## src/rtl/mdu_pkg.sv

```systemverilog
// Shared encodings for the iterative multiply/divide unit.
// Latency: n/a (constants only).
// Backpressure: n/a.
package mdu_pkg;

    localparam logic [1:0] OP_MULT  = 2'b00;
    localparam logic [1:0] OP_MULTU = 2'b01;
    localparam logic [1:0] OP_DIV   = 2'b10;
    localparam logic [1:0] OP_DIVU  = 2'b11;

    localparam logic [1:0] IDLE = 2'b00;
    localparam logic [1:0] RUN  = 2'b01;
    localparam logic [1:0] FIX  = 2'b10;
    localparam logic [1:0] DONE = 2'b11;

endpackage

```

## src/rtl/mul_div_unit.sv

```systemverilog
// Iterative MULT/MULTU/DIV/DIVU unit owning HI/LO (shift-add multiply, restoring divide).
// Latency: WIDTH+1 edges start->done; divide-by-zero reports after 1 edge.
// Backpressure: busy high while working; start only accepted in IDLE, core stalls on busy.
module mul_div_unit
    import mdu_pkg::*;
#(
    parameter int WIDTH = 32
) (
    input  logic             clk,
    input  logic             rst,
    input  logic             start,
    input  logic [1:0]       op,
    input  logic [WIDTH-1:0] a,
    input  logic [WIDTH-1:0] b,
    input  logic             mthi,
    input  logic             mtlo,
    input  logic [WIDTH-1:0] wdata,
    output logic             busy,
    output logic             done,
    output logic             div_zero,
    output logic [WIDTH-1:0] hi,
    output logic [WIDTH-1:0] lo
);

    localparam int CNT_W = $clog2(WIDTH + 1);

    logic [1:0]         state_q, state_d;
    logic [CNT_W-1:0]   cnt_q, cnt_d;
    logic [2*WIDTH-1:0] acc_q, acc_d;
    logic [WIDTH-1:0]   opb_q, opb_d;
    logic [1:0]         op_q, op_d;
    logic               sa_q, sa_d, sb_q, sb_d;
    logic [WIDTH-1:0]   hi_q, hi_d, lo_q, lo_d;
    logic               busy_q, busy_d, done_q, done_d, dz_q, dz_d;

    logic [WIDTH:0]     mul_sum, div_shl, div_diff;
    logic               start_signed;

    function automatic logic [WIDTH-1:0] cneg(input logic [WIDTH-1:0] v, input logic n);
        return n ? -v : v;
    endfunction

    function automatic logic [2*WIDTH-1:0] cneg2(input logic [2*WIDTH-1:0] v, input logic n);
        return n ? -v : v;
    endfunction

    // acc holds {partial product, multiplier} or {remainder, dividend/quotient}.
    assign mul_sum  = {1'b0, acc_q[2*WIDTH-1:WIDTH]} + (acc_q[0] ? {1'b0, opb_q} : '0);
    assign div_shl  = acc_q[2*WIDTH-1:WIDTH-1];
    assign div_diff = div_shl - {1'b0, opb_q};
    assign start_signed = ~op[0];

    always_comb begin
        state_d = state_q;
        cnt_d   = cnt_q;
        acc_d   = acc_q;
        opb_d   = opb_q;
        op_d    = op_q;
        sa_d    = sa_q;
        sb_d    = sb_q;
        hi_d    = hi_q;
        lo_d    = lo_q;
        busy_d  = busy_q;
        done_d  = 1'b0;
        dz_d    = 1'b0;
        case (state_q)
            IDLE: begin
                if (start) begin
                    if (op[1] && b == '0) begin
                        state_d = DONE;
                        done_d  = 1'b1;
                        dz_d    = 1'b1;
                    end else begin
                        state_d = RUN;
                        busy_d  = 1'b1;
                        cnt_d   = CNT_W'(WIDTH);
                        op_d    = op;
                        sa_d    = start_signed & a[WIDTH-1];
                        sb_d    = start_signed & b[WIDTH-1];
                        acc_d   = {{WIDTH{1'b0}}, cneg(a, start_signed & a[WIDTH-1])};
                        opb_d   = cneg(b, start_signed & b[WIDTH-1]);
                    end
                end else begin
                    if (mthi) hi_d = wdata;
                    if (mtlo) lo_d = wdata;
                end
            end
            RUN: begin
                if (op_q[1]) begin
                    acc_d = div_diff[WIDTH]
                          ? {div_shl[WIDTH-1:0],  acc_q[WIDTH-2:0], 1'b0}
                          : {div_diff[WIDTH-1:0], acc_q[WIDTH-2:0], 1'b1};
                end else begin
                    acc_d = {mul_sum, acc_q[WIDTH-1:1]};
                end
                cnt_d = cnt_q - CNT_W'(1);
                if (cnt_q == CNT_W'(1)) state_d = FIX;
            end
            FIX: begin
                // Unsigned ops record zero signs, so correction is a no-op for them.
                if (op_q[1]) begin
                    lo_d = cneg(acc_q[WIDTH-1:0], sa_q ^ sb_q);
                    hi_d = cneg(acc_q[2*WIDTH-1:WIDTH], sa_q);
                end else begin
                    {hi_d, lo_d} = cneg2(acc_q, sa_q ^ sb_q);
                end
                state_d = DONE;
                busy_d  = 1'b0;
                done_d  = 1'b1;
            end
            default: state_d = IDLE;
        endcase
    end

    always_ff @(posedge clk or negedge rst) begin
        if (!rst) begin
            state_q <= IDLE;
            cnt_q   <= '0;
            acc_q   <= '0;
            opb_q   <= '0;
            op_q    <= OP_MULT;
            sa_q    <= 1'b0;
            sb_q    <= 1'b0;
            hi_q    <= '0;
            lo_q    <= '0;
            busy_q  <= 1'b0;
            done_q  <= 1'b0;
            dz_q    <= 1'b0;
        end else begin
            state_q <= state_d;
            cnt_q   <= cnt_d;
            acc_q   <= acc_d;
            opb_q   <= opb_d;
            op_q    <= op_d;
            sa_q    <= sa_d;
            sb_q    <= sb_d;
            hi_q    <= hi_d;
            lo_q    <= lo_d;
            busy_q  <= busy_d;
            done_q  <= done_d;
            dz_q    <= dz_d;
        end
    end

    assign busy     = busy_q;
    assign done     = done_q;
    assign div_zero = dz_q;
    assign hi       = hi_q;
    assign lo       = lo_q;

endmodule

```

## config.mk

```make
export PLATFORM = sky130hd
export DESIGN_NAME = mul_div_unit
export DESIGN_NICKNAME = d
export VERILOG_FILES = /design/src/rtl/mdu_pkg.sv /design/src/rtl/mul_div_unit.sv
export SDC_FILE = /design/constraint.sdc
export NUM_CORES = 1
export LEC_CHECK = 0
export ABC_AREA = 1
export CAP_MARGIN = 30
export CORE_MARGIN = 2
export CORE_UTILIZATION = 30
export DETAILED_ROUTE_END_ITERATION = 12
export PLACE_DENSITY = 0.45
export SLEW_MARGIN = 15
export SYNTH_ARGS = -nofsm -noshare
export SYNTH_HDL_FRONTEND = slang
export SYNTH_SLANG_ARGS = --single-unit
export TNS_END_PERCENT = 50
```

## constraint.sdc

```tcl
create_clock -name clk -period 4.75 [get_ports clk]
set_clock_uncertainty 0.15 [all_clocks]
set_input_delay 0.7125 -clock clk [delete_from_list [all_inputs] [get_ports clk]]
set_output_delay 0.7125 -clock clk [all_outputs]
set_load 0.02 [all_outputs]
```

==> out/metrics.cfg, run 1 <==
[route]
dr_total_vias = 19400
drt_iter0_drc = 1900
viasPerCell = 5.19
route.detailed.drc = 0
firstDrtPassIters = 7
ant_nets = 0
wl_um = 77100
wl_per_cell_um = 20.6

[global_route]
gr-usage-all-layers_pct = 25.9
grt_pass1_wl_um = 115000
grt_pass1_vias = 18400
grt_max_degree = 76
antenna_found_initial = 3
overflow = 0

[cts]
cts_setup_buffers = 0
clkSlewWorstSetupHoldPaths_ns = 0.08
cts_sinks = 174
cts_tree = built
h-tree-depth = 4
clk_path_buf_depth = 2
cts_inserted_buffers = 17
post_cts_resized = 0
hold_buffers = 0
clock-root-buffer = clkbuf_16
clk_latency_ns = 0.50

[critical_path]
crit_chain = buf_4 -> nand2_1 -> inv_1 -> ha_1 -> inv_1 -> fa_1 -> o21ai_1 -> nand2_1 -> nand2_1 -> nand2_1 -> nand2_1 -> nand3_1 -> nand3_1 -> nand3_1 -> nand2_1 -> inv_1 -> nand2_1 -> nand2_1
end_kind = flip-flop
path_buf_inv = 4
crit_fanout = 36
cp.arrival_ns = 3.79
cp_common_cell = nand2_1
cp_slowest_cell = o21ai_1
required_ns = 4.99
worstSetupPathType = flip-flop to flip-flop
critPathLaunchType = flip-flop
crit_path_max_incr_delay_ns = 0.45
crit_family = simple AND/OR/NAND/NOR gates

[place]
place.gp.congestion = 1.01
dpl-instance-area_sq_um = 19600
place_ws_ns = 1.01
hpwl_um = 62100
numPortBuffers = 169

[hold_path]
hp-class = input port to async pin

[logic_synthesis]
synth_nets = 3017
synth_warnings = 0
synthArstFlopShare_pct = 100
synth_xor_area_share_pct = 2.61
avgSynthCellArea_sq_um = 6.02
ys_ff_latch = 174
synthMuxAreaShare_pct = 0
ys_seq_area_share_pct = 25.5
synthCells = 2838
synth-simple-area-share_pct = 39.1
synthAdderAreaFrac_pct = 5.65
synth_compound_area_share_pct = 17.0
synth_top_family_by_area = simple AND/OR/NAND/NOR gates
mappedNetlistArea_sq_um = 17100
synth_cell_types = 53
synth_edf_count = 0
ys.flop_type = dfrtp_1

[layout]
final_nets = 3146
antenna_cells = 0
final_layout_size_suffix_gt1_share_pct = 4.73
syn2layout_area_growth_pct = 18.0
utilization_pct = 35.8
post-route-cell-area_sq_um = 20200

[status]
status = finished clean

[timing]
fmax_ghz = 0.282
setup_tns_ns = 0
slew_headroom_pct = 36.1
fin_crit_sh_pct = 74.7
post-route-worst-setup-slack_ns = 1.20
hold_viol_final = 0
period_needed_ns = 3.55
setup_viol = 0
rsz0062_at_grt = no
worst_pin_slew_ns = 0.959
timing.final.max_slew_violations = 0

[floorplanning]
initial_core_util_pct = 30.3
die_h_um = 243
rows = 87
io-pin-count = 170
die_area_sq_um = 58900
core_area_sq_um = 56400
die_w_um = 243

[power]
power.density_nw_per_um2 = 748
ir_drop_v = 0.000578
leakage_nw = 9.57

[job]
cap_violations = 0

==> cell usage after synthesis, types with 10 or more instances <==
cell type | number | area, sq um
nand2_1 | 751 | 2820
nor2_1 | 366 | 1370
inv_1 | 326 | 1220
nand3_1 | 311 | 1560
a21oi_1 | 240 | 1200
o21ai_0 | 188 | 941
dfrtp_1 | 174 | 4350
ha_1 | 74 | 926
clkbuf_1 | 57 | 214
a31oi_1 | 37 | 231
nor3_1 | 36 | 180
xor2_1 | 35 | 307
nand4_1 | 34 | 213
buf_2 | 17 | 85.1
o21ai_1 | 16 | 80.1
xnor2_1 | 16 | 140
nand3b_1 | 15 | 113
o211ai_1 | 15 | 113
or2_2 | 12 | 75.1
inv_2 | 10 | 37.5
==> logic make-up after synthesis <==
kind of cell	count (synthesis)
adders and majority gates	76
xor gates and xnor gates	51
DFF	174
AOI/OAI and AO/OA	537
buffers and inverters	434
and+or+nand+nor	1566
==> metal layers <==
layer,wire [um],GRT usage [%],vias up
met5,37,0,-
met4,1810,7.22,6
met3,4340,3.89,92
met2,33100,38.9,595
met1,37800,38.2,9146
li1,-,-,9568
==> path summary, 6_finish.rpt <==
kind | startpoint | to | slack, ns | cells past startpoint
worst min-delay path | rst | lo[3]$_DFFE_PN0P_ | 0.11 | 1
max in group asynchronous | rst | acc_q[20]$_DFFE_PN0P_ | 3.33 | 2
worst max-delay path | acc_q[0]$_DFFE_PN0P_ | acc_q[61]$_DFFE_PN0P_ | 1.20 | 18
min in group clk | sa_q$_DFFE_PN0P_ | sa_q$_DFFE_PN0P_ | 0.35 | 2
worst max register to register | acc_q[0]$_DFFE_PN0P_ | acc_q[61]$_DFFE_PN0P_ | 1.20 | 18
worst min register to register | sa_q$_DFFE_PN0P_ | sa_q$_DFFE_PN0P_ | 0.35 | 2
==> metrics by stage <==
stage	hold WS, ns	cells	power [W]
floorplan	0.267	2838	0.00963
global placement	0.326	3704	0.0135
detailed placement	0.328	3704	0.0135
CTS	0.107	3736	0.0150
global route	0.150	3736	0.0164
finish	0.108	3736	0.0151
==> placed cells by master (no fill, tap or decap), drive strengths merged, types with 2 or more instances in the layout <==
cell type and count:
inv 345, xor2 35, nand4 34, a21oi 241
clkbuf 18, fa 2, clkinv 6, nor2 379
nand3b 16, ha 74, o211ai 15, clkdlybuf4s50 168
o21ai 208, o31ai 7, buf 38, nor3 39
o21a 5, and2 2, nand3 315, or2 16
o22ai 3, dfrtp 174, nand2 762, o21bai 3
xnor2 16, a31oi 37, a21o 8, a31o 2
a22oi 4
==> sequential cells by signal (all words and copies together) (netlist names) <==
name / cells
opb_q: 32
busy: 1
lo: 32
done: 1
sb_q: 1
cnt_q: 6
hi: 32
op_q: 1
sa_q: 1
div_zero: 1
state_q: 2
acc_q: 64
==> final cells by class <==
cell class              instances  area (sq um)
fillers                      6339         36200
flip-flops and latches        174          4360
well taps                     756           946
multi-input cells            2230         11000
inverters                     338          1270
clock inverters                14           170
clock buffers                  18           429
repair buffers                206          1980
==> power breakdown <==
part / total, W / switching [W] / leakage, nW / internal (W)
combinational: 0.0105 / 0.00724 / 7.19 / 0.00330
sequential: 0.00304 / 0.000869 / 2.08 / 0.00217
clock: 0.00150 / 0.000748 / 0.294 / 0.000753
total: 0.0151 / 0.00886 / 9.57 / 0.00623
Power figures use the tool's default switching activity.
==> run 2: changes to the inputs <==
--- a/config.mk
+++ b/config.mk
@@ -10,7 +10,7 @@
 export CORE_MARGIN = 2
 export CORE_UTILIZATION = 30
 export DETAILED_ROUTE_END_ITERATION = 12
-export PLACE_DENSITY = 0.45
+export PLACE_DENSITY = 0.47
 export SLEW_MARGIN = 15
 export SYNTH_ARGS = -nofsm -noshare
 export SYNTH_HDL_FRONTEND = slang
==> constraint.sdc (replaced) <==
create_clock -name clk -period 3 [get_ports clk]
set_clock_uncertainty 0.15 [all_clocks]
set_input_delay 0.45 -clock clk [delete_from_list [all_inputs] [get_ports clk]]
set_output_delay 0.45 -clock clk [all_outputs]
set_load 0.02 [all_outputs]
==> run 2 against run 1 <==
  * Die area unchanged
  * Critical path depth down 5
  * Critical endpoint is now acc_q[40]$_DFFE_PN0P_
  * Critical path type unchanged
  * Sequential power up 54%
  * Largest cell class unchanged
==> out/metrics.cfg, run 2 (synthesized netlist as in run 1, its figures left out) <==
[place]
place.gp.congestion = 0.948  ; -6.2%
numPortBuffers = 169  ; unchanged
hpwl_um = 62700  ; +0.96%
place_ws_ns = 0.0130  ; -0.994 ns

[critical_path]
path_buf_inv = 5  ; +1
rr_worst_depth = 13  ; -5
endpoint = acc_q[40]$_DFFE_PN0P_
required_ns = 3.27  ; -1.72 ns
path_depth = 13  ; -5
end_kind = flip-flop
r2r_start = acc_q[0]$_DFFE_PN0P_
crit_fanout = 26  ; -28%
crit_path_max_incr_delay_ns = 0.40  ; -0.05 ns
crit_chain = buf_4 -> buf_12 -> nand2_1 -> inv_1 -> ha_1 -> a21oi_1 -> inv_1 -> o21ai_0 -> nand3_1 -> o21ai_1 -> buf_4 -> nand3_1 -> o21ai_1
critPathLaunchType = flip-flop
crit_family = compound AO/OA/AOI/OAI gates
cp_slowest_cell = dfrtp_1
ff2ff_setup_slack_ns = 0.05  ; -1.15 ns
rr_endpoint = acc_q[40]$_DFFE_PN0P_
startpoint = acc_q[0]$_DFFE_PN0P_
cp.arrival_ns = 3.22  ; -0.57 ns
worstSetupPathType = flip-flop to flip-flop

[route]
wl_per_cell_um = 20.0  ; -3.0%
top_layer = met4
viasPerCell = 5.12  ; -1.5%
firstDrtPassIters = 5  ; -2
wl_um = 76600  ; -0.66%
route.detailed.drc = 0  ; unchanged
ant_nets = 0  ; unchanged
dr_total_vias = 19600  ; +0.89%
wl_met1_um = 38100  ; +0.95%
wl_met3_um = 5090  ; +17%
dr_wl_met2_um = 31500  ; -5.1%
drt_iter0_drc = 1670  ; -12%

[layout]
final_layout_size_suffix_gt1_share_pct = 8.15  ; +3.4 points
final_nets = 3234  ; +2.8%
mostFrequentLayoutCell = nand2_1
largest_reg_flops = 64  ; unchanged
utilization_pct = 37.3  ; +1.6 points
largest-register = acc_q
layout_common_cells = 749 x nand2_1, 359 x nor2_1, 326 x inv_1
syn2layout_area_growth_pct = 23.2
fill_cells = 6296  ; -0.68%

[timing]
hold_viol_final = 0  ; unchanged
setup_viol = 0  ; unchanged
post-route-worst-setup-slack_ns = 0.0475  ; -1.15 ns
period_needed_ns = 2.95  ; -0.598 ns
fin_crit_sh_pct = 98.4  ; +24 points
rsz0062_at_grt = no
timing.final.max_slew_violations = 0  ; unchanged
hold_ws_ns = 0.339  ; +0.232 ns
setup_tns_ns = 0  ; unchanged
fmax_ghz = 0.339  ; +20%
slew_headroom_pct = 40.6  ; +4.5 points
worst_pin_slew_ns = 0.891  ; -0.0672 ns

[floorplanning]
die_h_um = 243  ; unchanged
die_area_sq_um = 58900  ; unchanged
core_area_sq_um = 56400  ; unchanged
rows = 87  ; unchanged
die_w_um = 243  ; unchanged
initial_core_util_pct = 30.3  ; unchanged
io-pin-count = 170  ; unchanged

[cts]
clk_latency_ns = 0.51  ; about the same
clk_path_buf_depth = 2  ; unchanged
h-tree-depth = 4  ; unchanged
clock-root-buffer = clkbuf_16
cts_tree = built
clkSlewWorstSetupHoldPaths_ns = 0.09  ; about the same
cts_sinks = 174  ; unchanged
cts_inserted_buffers = 17  ; unchanged

[global_route]
gr-usage-all-layers_pct = 25.6  ; -0.32 points
grt_max_degree = 63  ; -17%
antenna_found_initial = 0  ; -3
overflow = 0  ; unchanged
grt_pass1_vias = 18300  ; -0.74%
grt_pass1_wl_um = 114000  ; -0.96%

[hold_path]
hp-class = input port to async pin

[job]
cap_violations = 0  ; unchanged

[status]
status = finished clean

[power]
ir_drop_v = 0.000636  ; +10%
total_power_w = 0.0247  ; +64%
power.density_nw_per_um2 = 1170  ; +57%
leakage_nw = 10.0  ; +5.0%

-- run 2: worst min-delay path by stage --
| stage | startpoint | endpoint | slack, ns | cells past startpoint |
|---|---|---|---|---|
| after global routing | wdata[12] | hi[12]$_DFFE_PN0P_ | 0.39 | 3 |
| after detailed placement | rst | lo[6]$_DFFE_PN0P_ | 0.35 | 1 |
| after CTS | rst | lo[6]$_DFFE_PN0P_ | 0.36 | 2 |
| after floorplan | rst | acc_q[0]$_DFFE_PN0P_ | 0.004 | 0 |
| after global placement | rst | lo[6]$_DFFE_PN0P_ | 0.35 | 1 |
| final | rst | lo[6]$_DFFE_PN0P_ | 0.34 | 2 |
-- run 2: per-layer routing --
layer	GRT usage [%]	vias to the layer above
met5	0	-
met4	7.72	0
met3	4.92	76
met2	36.7	647
met1	38.3	9094
li1	-	9763
-- run 2: timing repair --
action                                  CTS  global route
hold endpoints to repair                 58             0
hold buffers                              1             0
pin swaps                                 0             2
endpoints found under the setup margin    1            52
gates cloned                              0             0
resized for setup                         1            26
buffers inserted                          0             1
-- run 2: layout make-up --
type                       instances  area (sq um)  area share [%]
inverter                         338          1270            6.03
antenna                            1          2.50          0.0119
tap                              756           946            4.49
sequential                       174          4360            20.7
clock buffer                      17           425            2.02
clock inverter                    15           208           0.987
multi-input combinational       2230         11100            52.6
timing repair buffer             294          2770            13.1
-- run 2: power by group --
part / leakage, nW / internal, W / total, W / switching, W
logic: 7.66 / 0.00592 / 0.0176 / 0.0116
registers: 2.08 / 0.00344 / 0.00468 / 0.00124
clock network: 0.299 / 0.00115 / 0.00243 / 0.00129
total: 10.0 / 0.0105 / 0.0247 / 0.0142
-- run 2: through the flow --
step	cells	cell area, sq um
2_1_floorplan	2838	17100
3_3_place_gp	3790	20300
3_5_place_dp	3790	20300
4_1_cts	3823	21000
5_1_grt	3824	21000
6_report	3825	21100
==> run 3: changes to the inputs <==
--- a/config.mk
+++ b/config.mk
@@ -7,10 +7,13 @@
 export LEC_CHECK = 0
 export ABC_AREA = 1
 export CAP_MARGIN = 30
+export CELL_PAD_IN_SITES_DETAIL_PLACEMENT = 1
+export CELL_PAD_IN_SITES_GLOBAL_PLACEMENT = 1
 export CORE_MARGIN = 2
 export CORE_UTILIZATION = 30
 export DETAILED_ROUTE_END_ITERATION = 12
-export PLACE_DENSITY = 0.47
+export PLACE_DENSITY = 0.64
+export RECOVER_POWER = 25
 export SLEW_MARGIN = 15
 export SYNTH_ARGS = -nofsm -noshare
 export SYNTH_HDL_FRONTEND = slang
==> run 3 against run 2 <==
  * The run now ends with capacitance limit, slew limit left
  * Sequential power shrank 1%
  * Critical endpoint is now acc_q[48]$_DFFE_PN0P_
  * Largest power group unchanged
  * Die area stayed put
  * Clock-buffer cell count rose by 1
  * Via count up 3.3%
  * Core utilization up 0.45 points
  * Sequential share of layout area shrank 0.23 points
  * Flip-flop and latch count unchanged
  * First-iteration DRC count fell by 19%
  * Combinational power up 6%
  * Non-clock buffer count rose by 36
  * Register-to-register slack gained 0.06 ns
  * Cell count rose by 0.92%
==> out/metrics.cfg, run 3 (synthesized netlist as in run 1, its figures left out) <==
[floorplanning]
initial_core_util_pct = 30.3  ; unchanged
core_area_sq_um = 56400  ; unchanged
die_h_um = 243  ; unchanged
io-pin-count = 170  ; unchanged
die_w_um = 243  ; unchanged
die_area_sq_um = 58900  ; unchanged
rows = 87  ; unchanged

[timing]
setup_tns_ns = 0  ; unchanged
fin_crit_sh_pct = 96.5  ; -1.9 points
timing.final.max_slew_violations = 58  ; +58
slew_headroom_pct = -15.3  ; -56 points
period_needed_ns = 2.90  ; -0.0572 ns
rsz0062_at_grt = yes
worst_pin_slew_ns = 1.73  ; +0.838 ns
fmax_ghz = 0.345  ; +2.0%
post-route-worst-setup-slack_ns = 0.105  ; +0.0572 ns
hold_viol_final = 0  ; unchanged
setup_viol = 0  ; unchanged

[route]
wl_met3_um = 4100  ; -19%
wl_met1_um = 41000  ; +7.4%
viasPerCell = 5.24  ; +2.3%
dr_total_vias = 20200  ; +3.3%
wl_um = 82000  ; +7.0%
dr_wl_met2_um = 35600  ; +13%
ant_nets = 0  ; unchanged
wl_per_cell_um = 21.2  ; +6.0%
drt_iter0_drc = 1353  ; -19%
top_layer = met5
route.detailed.drc = 0  ; unchanged
firstDrtPassIters = 5  ; unchanged

[place]
hpwl_um = 67800  ; +8.2%
numPortBuffers = 169  ; unchanged
place_ws_ns = -0.0411  ; -0.0540 ns
place.gp.congestion = 0.917  ; -3.2%

[layout]
final_nets = 3270  ; +1.1%
layout_common_cells = 748 x nand2_1, 360 x nor2_1, 326 x inv_1
mostFrequentLayoutCell = nand2_1
fill_cells = 7549  ; +20%
final_layout_size_suffix_gt1_share_pct = 9.34  ; +1.2 points
largest-register = acc_q
multiInputGateArea_sq_um = 11100  ; +0.20%
syn2layout_area_growth_pct = 24.7
seqCellArea_sq_um = 4360  ; about the same
largest_reg_flops = 64  ; unchanged
antenna_cells = 0  ; -1

[critical_path]
critPathLaunchType = flip-flop
cp_common_cell = nand2_1
rr_worst_depth = 15  ; +2
rr_endpoint = acc_q[48]$_DFFE_PN0P_
required_ns = 3.24  ; -0.03 ns
end_kind = flip-flop
worstSetupPathType = flip-flop to flip-flop
path_buf_inv = 5  ; unchanged
ff2ff_setup_slack_ns = 0.10  ; +0.06 ns
crit_path_max_incr_delay_ns = 0.42  ; +0.02 ns
crit_fanout = 20  ; -23%
cp.arrival_ns = 3.13  ; -0.09 ns
r2r_start = acc_q[0]$_DFFE_PN0P_
crit_family = compound AO/OA/AOI/OAI gates
crit_chain = buf_12 -> nand2_1 -> inv_1 -> ha_1 -> a21oi_1 -> buf_4 -> inv_1 -> o21ai_0 -> buf_4 -> nand2_1 -> nand2_1 -> a31o_2 -> nand3_1 -> nand3_1 -> nand2_1
cp_slowest_cell = dfrtp_1

[power]
comb_power_share_pct = 72.3  ; +1.1 points
power.density_nw_per_um2 = 1200  ; +2.8%
switchingPower_w = 0.0146  ; +3.1%
swShare_pct = 56.9  ; -0.48 points
total_power_w = 0.0257  ; +4.0%
leakage_nw = 10.2  ; +1.7%
p_int_w = 0.0111  ; +5.2%
ir_drop_v = 0.000544  ; -14%
seqPwrFrac_pct = 18.0  ; -1.0 points
clkPwrFrac_pct = 9.7  ; -0.2 points

[global_route]
gr-usage-all-layers_pct = 27.7  ; +2.1 points
grt_pass1_wl_um = 125000  ; +9.5%
grt_pass1_vias = 20400  ; +12%
overflow = 0  ; unchanged
grt_max_degree = 88  ; +40%
antenna_found_initial = 1  ; +1

[status]
violations = capacitance limit, slew limit
status = finished, violations left

[cts]
clock-root-buffer = clkbuf_16
h-tree-depth = 4  ; unchanged
cts_sinks = 174  ; unchanged
clk_latency_ns = 0.52  ; about the same
clkSlewWorstSetupHoldPaths_ns = 0.07  ; -0.02 ns
clk_path_buf_depth = 2  ; unchanged
cts_tree = built
cts_inserted_buffers = 17  ; unchanged

[hold_path]
hp-class = flip-flop to flip-flop
holdPathStages = 2
worstHoldEndpoint = lo[27]$_DFFE_PN0P_
min_from = lo[27]$_DFFE_PN0P_

[job]
cap_violations = 1  ; +1

## run 3: worst max path at each step
| stage | slack [ns] | cells past startpoint | from | endpoint |
|---|---|---|---|---|
| global placement | -0.06 | 12 | b[0] | opb_q[0]$_DFFE_PN0P_ |
| CTS | 0.07 | 16 | acc_q[0]$_DFFE_PN0P_ | acc_q[44]$_DFFE_PN0P_ |
| finish | 0.10 | 15 | acc_q[0]$_DFFE_PN0P_ | acc_q[48]$_DFFE_PN0P_ |
| detailed placement | -0.04 | 12 | b[0] | opb_q[0]$_DFFE_PN0P_ |
| global route | -0.02 | 18 | acc_q[0]$_DFFE_PN0P_ | acc_q[58]$_DFFE_PN0P_ |
| floorplan | 0.29 | 19 | acc_q[0]$_DFFE_PN0P_ | acc_q[61]$_DFFE_PN0P_ |
## run 3: timing repair
item                                   CTS  global route
gates resized for setup                  0            27
hold buffers                             1             0
setup endpoints to repair                0            32
endpoints found under the hold margin   52             0
buffers inserted                         0             2
## run 3: per-layer routing
metal | track usage (%) | vias up
li1 | - | 9807
met1 | 41.1 | 9878
met2 | 42.4 | 467
met3 | 3.62 | 63
met4 | 6.17 | 2
met5 | 0 | -
## run 3: power groups by stage
stage | Sequential, W | Combinational [W] | Clock (W)
after floorplan | 0.00479 | 0.0105 | 0
after global placement | 0.00458 | 0.0178 | 0
after detailed placement | 0.00463 | 0.0181 | 0
after CTS | 0.00459 | 0.0182 | 0.00254
after global routing | 0.00475 | 0.0204 | 0.00262
final | 0.00463 | 0.0186 | 0.00249
## run 3: worst register-to-register path: cells and delay by family (launching register included)
kind / cells / cell delay (ns)
compound gates: 3 / 0.63
fa+ha+maj: 1 / 0.32
buf+inv: 5 / 0.62
flops: 1 / 0.42
simple gates: 6 / 0.63
## run 3: area by class of cell
class                      count  area share [%]
clock buffer                  18            2.06
clock inverter                14           0.887
inverter                     338            5.96
multi-input combinational   2230            52.1
sequential                   174            20.5
tap                          756            4.44
timing repair buffer         330            14.1
## run 3: stage by stage
| stage | hold WS [ns] | cells | utilization, % | cell area (sq um) |
|---|---|---|---|---|
| 2_1_floorplan | 0.00441 | 2838 | - | 17100 |
| 3_3_place_gp | 0.351 | 3824 | 36.5 | 20600 |
| 3_5_place_dp | 0.358 | 3824 | 36.5 | 20600 |
| 4_1_cts | 0.365 | 3857 | 37.6 | 21200 |
| 5_1_grt | 0.398 | 3860 | 37.8 | 21300 |
| 6_report | 0.380 | 3860 | 37.8 | 21300 |
